### config.mk
export PLATFORM = sky130hd
export DESIGN_NAME = adc_capture_ctrl
export DESIGN_NICKNAME = d
export VERILOG_FILES = /design/src/rtl/adc_pkg.sv /design/src/rtl/sample_tick_gen.sv /design/src/rtl/adc_capture_ctrl.sv
export SDC_FILE = /design/constraint.sdc
export NUM_CORES = 1
export LEC_CHECK = 0
export ABC_AREA = 1
export ABC_CLOCK_PERIOD_IN_PS = 6100
export CAP_MARGIN = 20
export CORE_AREA = 10 10 97 99
export CTS_BUF_LIST = sky130_fd_sc_hd__clkbuf_4 sky130_fd_sc_hd__clkbuf_8 sky130_fd_sc_hd__clkbuf_16
export DETAILED_ROUTE_END_ITERATION = 16
export DIE_AREA = 0 0 107 109
export MAX_ROUTING_LAYER = met4
export SETUP_SLACK_MARGIN = 0.5
export SLEW_MARGIN = 20
export SYNTH_ARGS = -nofsm -noshare
export SYNTH_HDL_FRONTEND = slang
export SYNTH_SLANG_ARGS = --single-unit
### constraint.sdc
create_clock -name clk -period 6.1 [get_ports clk]
set_clock_uncertainty 0.1 [all_clocks]
set_input_delay 0.915 -clock clk [delete_from_list [all_inputs] [get_ports clk]]
set_output_delay 0.915 -clock clk [all_outputs]
set_load 0.02 [all_outputs]
### src/rtl/adc_pkg.sv
// Shared constants and state encoding for the ADC capture controller.
package adc_pkg;

  localparam int DATA_W    = 12;
  localparam int FRAME_LEN = 256;
  localparam logic [DATA_W-1:0] ADC_MIDSCALE = {1'b1, {(DATA_W-1){1'b0}}};

  typedef enum logic [1:0] {
    IDLE    = 2'd0,
    ARM     = 2'd1,
    CAPTURE = 2'd2,
    HANDOFF = 2'd3
  } capture_state_t;

endpackage

### src/rtl/sample_tick_gen.sv
// Conversion-start divider: one registered tick every CLK_DIV enabled cycles,
// counted from the last clear.
module sample_tick_gen #(
  parameter int CLK_DIV = 100
) (
  input  logic clk,
  input  logic rst,
  input  logic en,
  input  logic clear,
  output logic tick
);

  localparam int CW = $clog2(CLK_DIV);
  localparam logic [CW-1:0] CNT_LAST = CW'(CLK_DIV - 1);

  logic [CW-1:0] cnt;

  always_ff @(posedge clk or posedge rst) begin
    if (rst) begin
      cnt  <= '0;
      tick <= 1'b0;
    end else if (clear) begin
      cnt  <= '0;
      tick <= 1'b0;
    end else if (en) begin
      if (cnt == CNT_LAST) begin
        cnt  <= '0;
        tick <= 1'b1;
      end else begin
        cnt  <= cnt + 1'b1;
        tick <= 1'b0;
      end
    end else begin
      tick <= 1'b0;
    end
  end

endmodule

### src/rtl/adc_capture_ctrl.sv
// ADC capture controller: paces conversions, waits for a signal onset about
// midscale, streams one frame into an external buffer and hands it off.
module adc_capture_ctrl
  import adc_pkg::*;
#(
  parameter int DATA_W    = adc_pkg::DATA_W,
  parameter int FRAME_LEN = adc_pkg::FRAME_LEN,
  parameter int CLK_DIV   = 100
) (
  input  logic                         clk,
  input  logic                         rst,
  input  logic                         start,
  input  logic                         continuous,
  input  logic [DATA_W-1:0]            threshold,
  output logic                         adc_convst,
  input  logic                         adc_valid,
  input  logic [DATA_W-1:0]            adc_data,
  output logic                         wr_en,
  output logic [$clog2(FRAME_LEN)-1:0] wr_addr,
  output logic [DATA_W-1:0]            wr_data,
  output logic                         frame_valid,
  input  logic                         frame_ready,
  output logic                         busy,
  output logic                         overrun
);

  localparam int AW = $clog2(FRAME_LEN);
  localparam logic [AW-1:0]     LAST_ADDR = {AW{1'b1}};
  localparam logic [DATA_W:0]   MIDSCALE  = {2'b01, {(DATA_W-1){1'b0}}};

  capture_state_t state, next_state;

  logic [AW-1:0]   idx;
  logic            pending;
  logic            tick_en;
  logic            tick_clr;
  logic            active_p0;
  logic            acc_p0;
  logic            hit_p0;
  logic            wr_p0;
  logic            last_acc_p0;
  logic            last_wr;
  logic [DATA_W:0] mag_p0;

  // |sample - midscale|, one bit wider than the sample so full scale fits.
  function automatic logic [DATA_W:0] onset_mag(input logic [DATA_W-1:0] s);
    logic signed [DATA_W:0] d;
    d = $signed({1'b0, s}) - $signed(MIDSCALE);
    return d[DATA_W] ? $unsigned(-d) : $unsigned(d);
  endfunction

  // ---- stage p0: qualify the incoming sample ----
  always_comb begin
    active_p0   = (state == ARM) || (state == CAPTURE);
    acc_p0      = active_p0 && adc_valid && pending;
    mag_p0      = onset_mag(adc_data);
    hit_p0      = mag_p0 >= {1'b0, threshold};
    wr_p0       = acc_p0 && ((state == CAPTURE) || hit_p0);
    last_acc_p0 = acc_p0 && (state == CAPTURE) && (idx == LAST_ADDR);
    last_wr     = wr_en && (wr_addr == LAST_ADDR);
  end

  always_ff @(posedge clk or posedge rst) begin
    if (rst) state <= IDLE;
    else     state <= next_state;
  end

  always_comb begin
    next_state = state;
    case (state)
      IDLE:    if (start) next_state = ARM;
      ARM:     if (acc_p0 && hit_p0) next_state = CAPTURE;
      CAPTURE: if (last_wr) next_state = HANDOFF;
      HANDOFF: if (frame_ready) next_state = continuous ? ARM : IDLE;
      default: next_state = IDLE;
    endcase
  end

  // The last accepted sample stops the divider so no conversion is left
  // hanging across the handoff; entering ARM always restarts it from zero.
  always_comb begin
    tick_en  = ((next_state == ARM) || (next_state == CAPTURE)) && !last_acc_p0;
    tick_clr = (next_state == ARM) && (state != ARM);
  end

  sample_tick_gen #(
    .CLK_DIV (CLK_DIV)
  ) u_tick (
    .clk   (clk),
    .rst   (rst),
    .en    (tick_en),
    .clear (tick_clr),
    .tick  (adc_convst)
  );

  always_ff @(posedge clk or posedge rst) begin
    if (rst) begin
      idx         <= '0;
      pending     <= 1'b0;
      overrun     <= 1'b0;
      frame_valid <= 1'b0;
      busy        <= 1'b0;
      wr_en       <= 1'b0;
    end else begin
      busy        <= (next_state != IDLE);
      frame_valid <= (next_state == HANDOFF);
      wr_en       <= wr_p0;

      // A coincident answer is consumed first; the new convst re-arms pending.
      if (!active_p0)      pending <= 1'b0;
      else if (adc_convst) pending <= 1'b1;
      else if (adc_valid)  pending <= 1'b0;

      if ((state == IDLE) && start)                   overrun <= 1'b0;
      else if (adc_convst && pending && !adc_valid)   overrun <= 1'b1;

      if ((next_state == HANDOFF) || (state == IDLE)) idx <= '0;
      else if (wr_p0)                                 idx <= idx + 1'b1;
    end
  end

  // ---- stage p1: registered frame-buffer write ----
  always_ff @(posedge clk or posedge rst) begin
    if (rst) begin
      wr_addr <= '0;
      wr_data <= '0;
    end else if (wr_p0) begin
      wr_addr <= idx;
      wr_data <= adc_data;
    end
  end

endmodule

==> results.ini <==
[global_routing]
grt_pass1_vias = 2394
grt_overflow_total = 0
antenna_found_initial = 0
gr-usage-all-layers_pct = 12.3
grt_max_degree = 44
grt_pass1_wl_mm = 11.5

[critical_path]
critPathMaxStageDelay_ns = 0.48
r2r_start = state[0]$_DFF_PP0_
start_kind = input pin
cp.arrival_ns = 4.63
crit_required_ns = 6.23
critPathLaunch = adc_data[3]
slowest_stage = clkdlybuf4s50_1
path_buf_inv = 3
crit_family = simple AND/OR/NAND/NOR gates
timing.critical_path.to_type = register
cp_cell_sequence = clkdlybuf4s50_1 -> nor3_1 -> nand3_1 -> nand2_1 -> o21ai_0 -> xor2_1 -> ha_1 -> nand2_1 -> nor2_2 -> nand2_1 -> nor2_1 -> nor2_1 -> nand3_2 -> nand2_4 -> nand3_1 -> nand2_1 -> nand2_1 -> inv_1 -> ha_1 -> nor2_2 -> inv_1 -> nor2_4 -> nand2_1 -> nand2_1
worstSetupPathType = in -> reg
cp_max_fo = 18
crit_path_frequent_cell = nand2_1

[floorplan]
pin_count = 55
die_area_um2 = 11700
fp.coreArea_um2 = 7530
initial_core_util_pct = 36.2
num_rows = 32
die_x_um = 107
die_h_um = 109

[clocking]
cts_buffer_depth = 2
cts_setup_buffers = 0
ctsHoldBuffers = 0
clock_sinks = 43
cts_max_level = 2
cts_buffers = 5
cts-root-buf = clkbuf_8
cts_tree = yes
clk_pin_slew_ns = 0.07
post_cts_resized = 0
clock_latency_ns = 0.29

[cells_and_area]
syn_to_final_growth_pct = 26.5
diodes = 0
fin_cells = 512
final_util_pct = 45.8
nNetsFinal = 462
post_route_cells_drive_above_1_share_pct = 5.61
final_cell_mix = 92 x nand2_1, 54 x clkdlybuf4s50_1, 49 x inv_1, 43 x dfrtp_1, 35 x nor2_1
fin_area_um2 = 3450
final_common_cell = nand2_1

[timing]
hold_ws_ns = 0.418
slew_headroom_pct = 63.4
layout_setup_ws_ns = 1.60
worst_slew_pin_slew_ns = 0.549
drv_slew = 0
tns_ns = 0
post-route-min-period_ns = 4.50
period_share_pct = 73.7
timing.final.hold_violations = 0
setup_violations = 0
rsz0062_at_grt = false
maxClockFrequency_mhz = 222

[route]
route.detailed.drc = 0
drtAntennaViolNets = 0
wire_per_inst_um = 12.9
viasPerCell = 4.62
dr.pass1.iters = 4
wl_mm = 6.58
vias = 2365
drtIter0Drc = 107

[synthesis]
synthFlopType = dfrtp_1
synth_fp_nets = 405
synth.cell_area_um2 = 2730
synth.avg_cell_area_um2 = 7.74
synth_cell_types = 29
yosysSeqAreaShare_pct = 39.5
postSynth.asyncResetShare_pct = 100
yosysWarnings = 0
synth_edf_count = 0
syn_inst = 352
ys_ff_latch = 43

[placement]
place.gp.congestion = 0.827
place_ws_ns = 1.33
portBuffers = 54
hpwl_mm = 5.18
dpl.cell_count = 504
post_dp_cell_area_um2 = 3360

[job]
cap_violations = 0

[status]
status = finished clean

[hold_path]
hold_class = reg -> reg
worstHoldStart = wr_data[1]$_DFFE_PP0P_

[power_and_ir_drop]
ir_drop_uv = 170
p_leak_nw = 1.77
power.total_uw = 966
p_per_area_nw_per_um2 = 280

routing by layer:
metal | up-vias | track usage (%) | share of wire [%]
met2 | 44 | 19.5 | 47
met4 | 0 | 3.77 | 0.96
met3 | 7 | 2.06 | 2.9
li1 | 1230 | - | -
met5 | - | - | 0
met1 | 1084 | 15.6 | 49
sequential cells by signal (all words and copies together), names as in the netlist:
name and flops:
busy 1, frame_valid 1, idx 8, overrun 1, pending 1, state 2
u_tick.cnt 7, u_tick.tick 1, wr_addr 8, wr_data 12, wr_en 1
synth_stat cells (2+ instances only):
| library cell | n | area share (%) |
|---|---|---|
| xnor2_1 | 4 | 1.3 |
| nand2_2 | 2 | 0.46 |
| a21oi_1 | 14 | 2.6 |
| nor3_1 | 4 | 0.73 |
| nand3_1 | 33 | 6.1 |
| inv_2 | 2 | 0.28 |
| dfrtp_1 | 43 | 39 |
| nand3b_1 | 4 | 1.1 |
| o21ai_0 | 9 | 1.7 |
| inv_1 | 49 | 6.7 |
| nor2_2 | 2 | 0.46 |
| ha_1 | 23 | 11 |
| nor4_1 | 3 | 0.69 |
| nand2_1 | 92 | 13 |
| nand4_1 | 4 | 0.92 |
| nor2_1 | 35 | 4.8 |
| xor2_1 | 11 | 3.5 |
| a31oi_1 | 2 | 0.46 |
| buf_6 | 3 | 1.2 |
| a21oi_2 | 4 | 1.3 |
cells by family after synthesis:
group / count (synthesis) / synth area share [%]
and+or+nand+nor: 183 / 29.8
buffers and inverters: 56 / 8.59
DFF: 43 / 39.5
AOI/OAI and AO/OA: 32 / 6.70
adders and majority gates: 23 / 10.6
xor gates and xnor gates: 15 / 4.82
path summary, 6_finish.rpt:
kind / to / slack [ns] / cells past startpoint
max in group asynchronous: wr_data[6]$_DFFE_PP0P_ / 4.57 / 3
min in group asynchronous: frame_valid$_DFF_PP0_ / 0.95 / 3
min reg2reg: wr_data[1]$_DFFE_PP0P_ / 0.42 / 2
max: idx[1]$_DFFE_PP0P_ / 1.60 / 24
max reg2reg: idx[1]$_DFFE_PP0P_ / 3.22 / 15
min: wr_data[1]$_DFFE_PP0P_ / 0.42 / 2
power breakdown:
group          leakage, nW  switching [mW]  total [mW]  internal, mW
registers            0.588          0.0232       0.339         0.315
clock network       0.0446          0.0959       0.180        0.0845
logic                 1.14           0.295       0.447         0.152
total                 1.77           0.414       0.966         0.552
final cells by class:
cell class / count / area [um2]
Multi-Input combinational cell: 253 / 1420
Clock inverter: 2 / 12.5
Fill cell: 758 / 4080
Sequential cell: 43 / 1080
Timing Repair Buffer: 55 / 548
Clock buffer: 6 / 76.3
Inverter: 51 / 191
Tap cell: 102 / 128
worst register-to-register path: cells and delay by family, from the launching register on:
family	cells	cell delay, ns
flops	1	0.46
fa+ha+maj	2	0.55
simple gates	9	1.23
buf+inv	4	0.46
(Power assumes the default switching activity.)
